<file path="config.mk">
export PLATFORM = sky130hd
export DESIGN_NAME = bus_arbiter
export DESIGN_NICKNAME = d
export VERILOG_FILES = /design/src/rtl/bus_arbiter.sv
export SDC_FILE = /design/constraint.sdc
export NUM_CORES = 1
export LEC_CHECK = 0
export CAP_MARGIN = 20
export CORE_MARGIN = 1.5
export CORE_UTILIZATION = 40
export CTS_BUF_LIST = sky130_fd_sc_hd__clkbuf_8
export DETAILED_ROUTE_END_ITERATION = 6
export PLACE_DENSITY = 0.83
export SETUP_SLACK_MARGIN = 0.05
export SLEW_MARGIN = 10
export SYNTH_ARGS = -nofsm -noshare
export SYNTH_HDL_FRONTEND = slang
export SYNTH_SLANG_ARGS = --single-unit
</file>
<file path="constraint.sdc">
create_clock -name clk -period 2.5 [get_ports clk]
set_clock_uncertainty 0.2 [all_clocks]
set_input_delay 0.375 -clock clk [delete_from_list [all_inputs] [get_ports clk]]
set_output_delay 0.375 -clock clk [all_outputs]
set_load 0.01 [all_outputs]
</file>
<file path="src/rtl/bus_arbiter.sv">
// Two-port arbiter/sequencer serialising CPU (port 0) and loader (port 1) accesses onto data_bus.
// Define BUS_ARB_ROUND_ROBIN_EN for round-robin contention; otherwise port 0 has fixed priority.
module bus_arbiter #(
    parameter int BUS_LATENCY = 1,
    parameter int ADDR_W      = 32
) (
    input  logic              clk,
    input  logic              rst_n,
    input  logic              req0,
    input  logic              req1,
    input  logic              rw0,
    input  logic              rw1,
    input  logic [1:0]        len0,
    input  logic [1:0]        len1,
    input  logic [ADDR_W-1:0] addr0,
    input  logic [ADDR_W-1:0] addr1,
    input  logic [31:0]       wdata0,
    input  logic [31:0]       wdata1,
    output logic              ack0,
    output logic              ack1,
    output logic [31:0]       rdata,
    output logic              err,
    output logic              busy,
    output logic              bus_rw,
    output logic [1:0]        bus_len,
    output logic [ADDR_W-1:0] bus_addr,
    output logic [31:0]       bus_wdata,
    input  logic [31:0]       bus_rdata,
    input  logic              bus_exc
);

    typedef enum logic [1:0] {
        IDLE,
        ACCESS,
        ACK
    } state_t;

    localparam logic [3:0] LAT_M1 = 4'(BUS_LATENCY - 1);

    state_t     state;
    logic [3:0] count;
    logic       owner;
    logic       winner;

`ifdef BUS_ARB_ROUND_ROBIN_EN
    logic last_grant;

    // On contention the port not granted last wins; a lone requester always wins.
    always_comb begin
        // NOTE: default assignment first so every path drives winner and no latch is inferred.
        winner = ~req0;
        if (req0 && req1) begin
            winner = ~last_grant;
        end
    end

    always_ff @(posedge clk or negedge rst_n) begin
        if (!rst_n) begin
            last_grant <= 1'b1;
        end else if (state == IDLE && (req0 || req1)) begin
            last_grant <= winner;
        end
    end
`else
    // Port 0 always wins; port 1 is chosen only when port 0 is not requesting.
    assign winner = ~req0;
`endif

    always_ff @(posedge clk or negedge rst_n) begin
        if (!rst_n) begin
            state     <= IDLE;
            count     <= '0;
            owner     <= 1'b0;
            ack0      <= 1'b0;
            ack1      <= 1'b0;
            rdata     <= '0;
            err       <= 1'b0;
            busy      <= 1'b0;
            bus_rw    <= 1'b0;
            bus_len   <= '0;
            bus_addr  <= '0;
            bus_wdata <= '0;
        end else begin
            // NOTE: non-blocking assignments keep every register updating from pre-edge values.
            ack0 <= 1'b0;
            ack1 <= 1'b0;
            case (state)
                IDLE: begin
                    if (req0 || req1) begin
                        owner     <= winner;
                        bus_rw    <= winner ? rw1 : rw0;
                        bus_len   <= winner ? len1 : len0;
                        bus_addr  <= winner ? addr1 : addr0;
                        bus_wdata <= winner ? wdata1 : wdata0;
                        count     <= LAT_M1;
                        busy      <= 1'b1;
                        state     <= ACCESS;
                    end
                end
                ACCESS: begin
                    if (count == '0) begin
                        rdata  <= bus_rdata;
                        err    <= bus_exc;
                        bus_rw <= 1'b0;
                        ack0   <= ~owner;
                        ack1   <= owner;
                        state  <= ACK;
                    end else begin
                        count <= count - 4'd1;
                    end
                end
                ACK: begin
                    // err is only meaningful alongside ack, so it drops with it.
                    err   <= 1'b0;
                    busy  <= 1'b0;
                    state <= IDLE;
                end
                default: state <= IDLE;
            endcase
        end
    end

endmodule

</file>
Yosys cells after proc, flatten, opt, wreduce, memory -nomap -nowiden
Cells that the tools add are included.
{"block": "op_classes", "n_addsub": 1, "n_mul": 0, "div_mod_pow": 0, "order_cmp": 0, "n_eq_ne": 5, "shift": 0, "muxes": 21, "bitwise": 2, "n_reduce_logical": 13}
{"operator": "2-to-1 mux 32 bit", "n": 2}
{"operator": "AND reduction 2 bit", "n": 5}
{"operator": "2-to-1 mux 1 bit", "n": 9}
{"operator": "2-to-1 mux 4 bit", "n": 2}
{"operator": "one-hot mux 4 bit (2 select lines)", "n": 1}
{"operator": "2-to-1 mux 2 bit", "n": 3}
{"operator": "inequality test 2 bit (second input constant)", "n": 3}
{"operator": "one-hot mux 1 bit (2 select lines)", "n": 3}
{"operator": "AND reduction 3 bit", "n": 2}
{"operator": "nonzero test 2 bit", "n": 3}
{"operator": "logical NOT 4 bit", "n": 1}
{"operator": "one-hot mux 2 bit (2 select lines)", "n": 1}
{"operator": "subtractor 4 x 1 -> 4 bit (second input constant)", "n": 1}
{"operator": "== test 2 x 1 -> 1 bit (second input constant)", "n": 1}
{"operator": "== test 2 bit (second input constant)", "n": 1}
{"operator": "logical NOT 2 bit", "n": 1}
{"operator": "inverter 1 bit", "n": 2}
{"operator": "logical OR 1 bit", "n": 1}
{"block": "totals", "ff_bits": 110, "latch_bits": 0, "mem_bits_rw": 0, "romBits": 0, "inputBits": 171, "out_inout_bits": 103, "word_cells": 54, "mem_count": 0}

Longest topological paths before layout
{"block": "logic_depth", "ltp_word": 3, "ltp_mapped": 7, "mapped_depth_nobuf": 6}

Worst setup path after synthesis
OpenSTA, ideal clock, no wires.
{"block": "synth_timing", "path_type": "register to register", "start": "register count[0]", "end": "register rdata[0]", "setup_time_ns": 0.127, "arrival_time_ns": 1.544, "required_ns": 2.173, "setup_slack_ns": 0.629, "path_stages_with_launch": 8, "path_buffers": 1, "synth_period_minus_slack_ns": 1.871, "cell_sequence": "dfrtp_1 > inv_1 > ha_1 > nor3b_2 > nand2b_2 > inv_4 > buf_6 > mux2_1"}
{"block": "synth_via", "elab_chain_len": 2}
{"element": "start, declared", "line_no": "41", "rtl": "logic [3:0] count;"}
{"element": "start signal, assigned", "line_no": "109", "rtl": "count <= count - 4'd1;"}
{"element": "logical NOT 4 bit", "line_no": "101", "rtl": "if (count == '0) begin"}
{"element": "AND reduction 2 bit (no line)"}
{"element": "end signal, assigned", "line_no": "102", "rtl": "rdata <= bus_rdata;"}
{"element": "end, declared", "line_no": "21", "rtl": "output logic [31:0] rdata,"}
No other way between the ends.
A chain may end at the register's enable or synchronous reset.

Final worst setup path
{"block": "layout_timing", "start": "register count[0]", "end": "register rdata[26]"}
The elaborated chain is that of the path after synthesis.

==> key figures <==
Run status
  • Run status: finished clean

Hold path
  • Worst Hold Class: reg -> reg

Clock network
  • Clock buffer depth: 2
  • H-Tree Depth: 3
  • Worst-path clk slew: about 0.10 ns
  • Total CTS buffers: 9
  • CTS tree: built
  • Clk_lat worst skew: 0.37 ns
  • CTS Sinks: 110
  • Setup bufs post-CTS: 0
  • Clock root buffer: clkbuf_8

GRT
  • Initial antenna violation count: 0
  • GRT overflow: 0
  • Overall Global Routing Usage: 21.9%
  • Global-route wire length before repair: 22000 µm
  • Largest net degree at the start of global routing: 70
  • Vias in the first global route: about 4300

Route
  • WL/cell: 17.0 µm
  • Vias: 4234
  • First-pass DRT Iterations: 4
  • DRC viols: 0
  • Starting DRT DRC Count: ~210
  • Post-Route WL: 14000 µm
  • Post-DR vias/cell: around 5.1
  • ANT nets after route: 0

Critical path
  • CP top delay family: simple AND/OR/NAND/NOR gates
  • Worst Path Buf+Inv: 2
  • Crit path arrival time: 2.21 ns
  • Crit end category: register
  • Critical path class: reg -> reg
  • WP data required: 2.56 ns
  • Critical path's largest stage delay: 0.42 ns
  • Startpoint types: register
  • Crit path max-delay cell type: dfrtp_1
  • Crit-path max FO: 35
  • Critical-path cell list: inv_1 -> ha_1 -> nor3b_2 -> nand2b_2 -> inv_4 -> mux2_2

Timing
  • Slew @ Worst Pin: 0.668 ns
  • Final critical-path share of the clock period: 86.1%
  • Hold slack: 0.291 ns
  • Final setup viols: 0
  • Min Tclk post-route: approximately 2.2 ns
  • Worst slew margin: 55.5%
  • Max Slew Vio Count: 0
  • RSZ-0062 raised after global routing: no
  • Total Neg Setup Slack: 0 ns
  • Maximum clock frequency: 0.465 GHz
  • Hold Vio Cnt, Final: 0

Logic synthesis
  • Synth Area per Inst: 11.8 µm²
  • EDFF count, synth: 0
  • Yosys cell types: 32
  • Synth async-reset ratio: 100%
  • Seq cells post-synth: 110
  • Syn Inst Count: between 400 and 500
  • Syn nets: approximately 580
  • Post-Syn Area: 4850 µm²
  • Post-synthesis sequential area ratio: 56.7%
  • Synthesis Warnings: 0
  • Primary FF master, synth: dfrtp_1

Power
  • PwrDens: 1030 nW/µm²
  • Sw Ratio: 34.5%
  • Pleak: 3.34 nW
  • Net Sw Power: 2.84 mW
  • Max IR drop VDD: 0.000439 V
  • Comb power frac: 49.4%
  • Flop pwr share: 37.2%
  • Int Power: between 5 and 6 mW
  • Clock share of power: 13.4%

Die
  • Row count: 40
  • Area of the core: 11900 µm²
  • Chip Height: 113 µm
  • I/O pin total: about 270
  • Initial Utilization: about two fifths
  • Die ar.: between 10000 and 15000 µm²
  • Die X: roughly 110 µm

Finish
  • Final non-filler cell total: 824
  • Area Overhead vs Synth: 64.0%
  • Layout cells sized above 1: 6.20%
  • Total Nets Final: 844
  • Final Util: between 60% and 70%
  • Antenna diode count: 0

Placed design
  • Port Buf Inserts: 273
  • Hpwl dp: 10400 µm
  • Placed cell count: 806
  • RePlAce Congestion: about 0.78

Run
  • Max Cap Viol: 0
-- registers in the layout (all words and copies together), names as in the netlist --
signal / flops
ack0: 1
ack1: 1
bus_addr: 32
bus_len: 2
bus_rw: 1
bus_wdata: 32
busy: 1
count: 4
err: 1
owner: 1
rdata: 32
state: 2
-- what timing repair did --
item / in CTS / in global routing
hold endpoints to repair: 49 / 0
resized for setup: 0 / 0
hold buffers: 1 / 0
-- final cells by class --
| type | instances | area (µm²) |
|---|---|---|
| Fill cell | 913 | 3950 |
| Timing Repair Buffer | 284 | 2870 |
| Sequential cell | 110 | 2750 |
| Multi-Input combinational cell | 263 | 1930 |
| Tap cell | 147 | 184 |
| Clock buffer | 10 | 138 |
| Clock inverter | 6 | 68.8 |
| Inverter | 4 | 17.5 |
-- worst paths after layout --
kind	from	end	slack, ns	cells past startpoint
max	count[0]$_DFFE_PN0P_	rdata[26]$_DFFE_PN0P_	0.35	6
min	rdata[24]$_DFFE_PN0P_	rdata[24]$_DFFE_PN0P_	0.29	1
max reg2reg	count[0]$_DFFE_PN0P_	rdata[26]$_DFFE_PN0P_	0.35	6
min reg2reg	rdata[24]$_DFFE_PN0P_	rdata[24]$_DFFE_PN0P_	0.29	1
max in group asynchronous	rst_n	rdata[2]$_DFFE_PN0P_	0.92	3
min in group asynchronous	rst_n	rdata[9]$_DFFE_PN0P_	0.41	2
-- kinds of logic after synthesis --
family	count (synthesis)	synth area share, %
AOI/OAI and AO/OA	143	15.0
adders and majority gates	1	0.258
and+or+nand+nor	18	2.43
buffers and inverters	37	3.87
DFF	110	56.7
muxes	101	21.7
-- routing by layer --
layer  global-route usage, %  vias to the layer above  wire, µm
met5                       0                        -         0
met4                    8.75                        0       293
met3                    5.25                       18      1050
met2                    38.3                      197      7190
met1                    26.0                     2024      5460
li1                        -                     1995         -
-- power groups by stage --
stage	registers [mW]	clock network, mW	logic [mW]
after global routing	3.17	1.22	4.39
after CTS	3.07	1.14	4.05
after detailed placement	3.10	0	4.04
final	3.06	1.11	4.07
after floorplan	3.44	0	1.32
after global placement	3.06	0	3.91
-- layout by cell type (no fill, tap or decap), drive strengths merged --
master	Yosys	layout
a31o	2	2
or2b	1	1
nand2	3	3
a21oi	3	3
o22ai	2	2
mux2i	69	69
and2	1	1
o21ai	135	135
or2	3	3
inv	4	6
dlygate4sd3	0	1
clkinvlp	0	1
dfrtp	110	110
o221ai	1	1
nor4	1	1
nand3b	1	1
ha	1	1
buf	16	12
clkbuf	17	10
or4b	1	1
clkdlybuf4s50	0	271
clkinv	0	2
nand2b	3	3
nor3b	1	1
bufinv	0	1
nor2	3	3
mux2	32	32
-- through the flow --
step | setup slack [ns] | area [µm²] | power (mW)
5_1_grt | 0.161 | 7960 | 8.78
3_3_place_gp | 0.433 | 7710 | 6.97
2_1_floorplan | 0.629 | 4850 | 4.76
4_1_cts | 0.321 | 7930 | 8.26
3_5_place_dp | 0.349 | 7710 | 7.13
6_report | 0.347 | 7960 | 8.23
-- synthesized netlist by cell type, drive strengths merged (2+ instances only) --
| cell | instances | area share (%) |
|---|---|---|
| o21ai | 135 | 14 |
| dfrtp | 110 | 57 |
| mux2i | 69 | 14 |
| mux2 | 32 | 7.4 |
| clkbuf | 17 | 1.3 |
| buf | 16 | 2.2 |
| inv | 4 | 0.36 |
| a21oi | 3 | 0.31 |
| nand2 | 3 | 0.23 |
| nand2b | 3 | 0.49 |
| nor2 | 3 | 0.28 |
| or2 | 3 | 0.39 |
| a31o | 2 | 0.36 |
| o22ai | 2 | 0.26 |
Power figures use the tool's default switching activity.
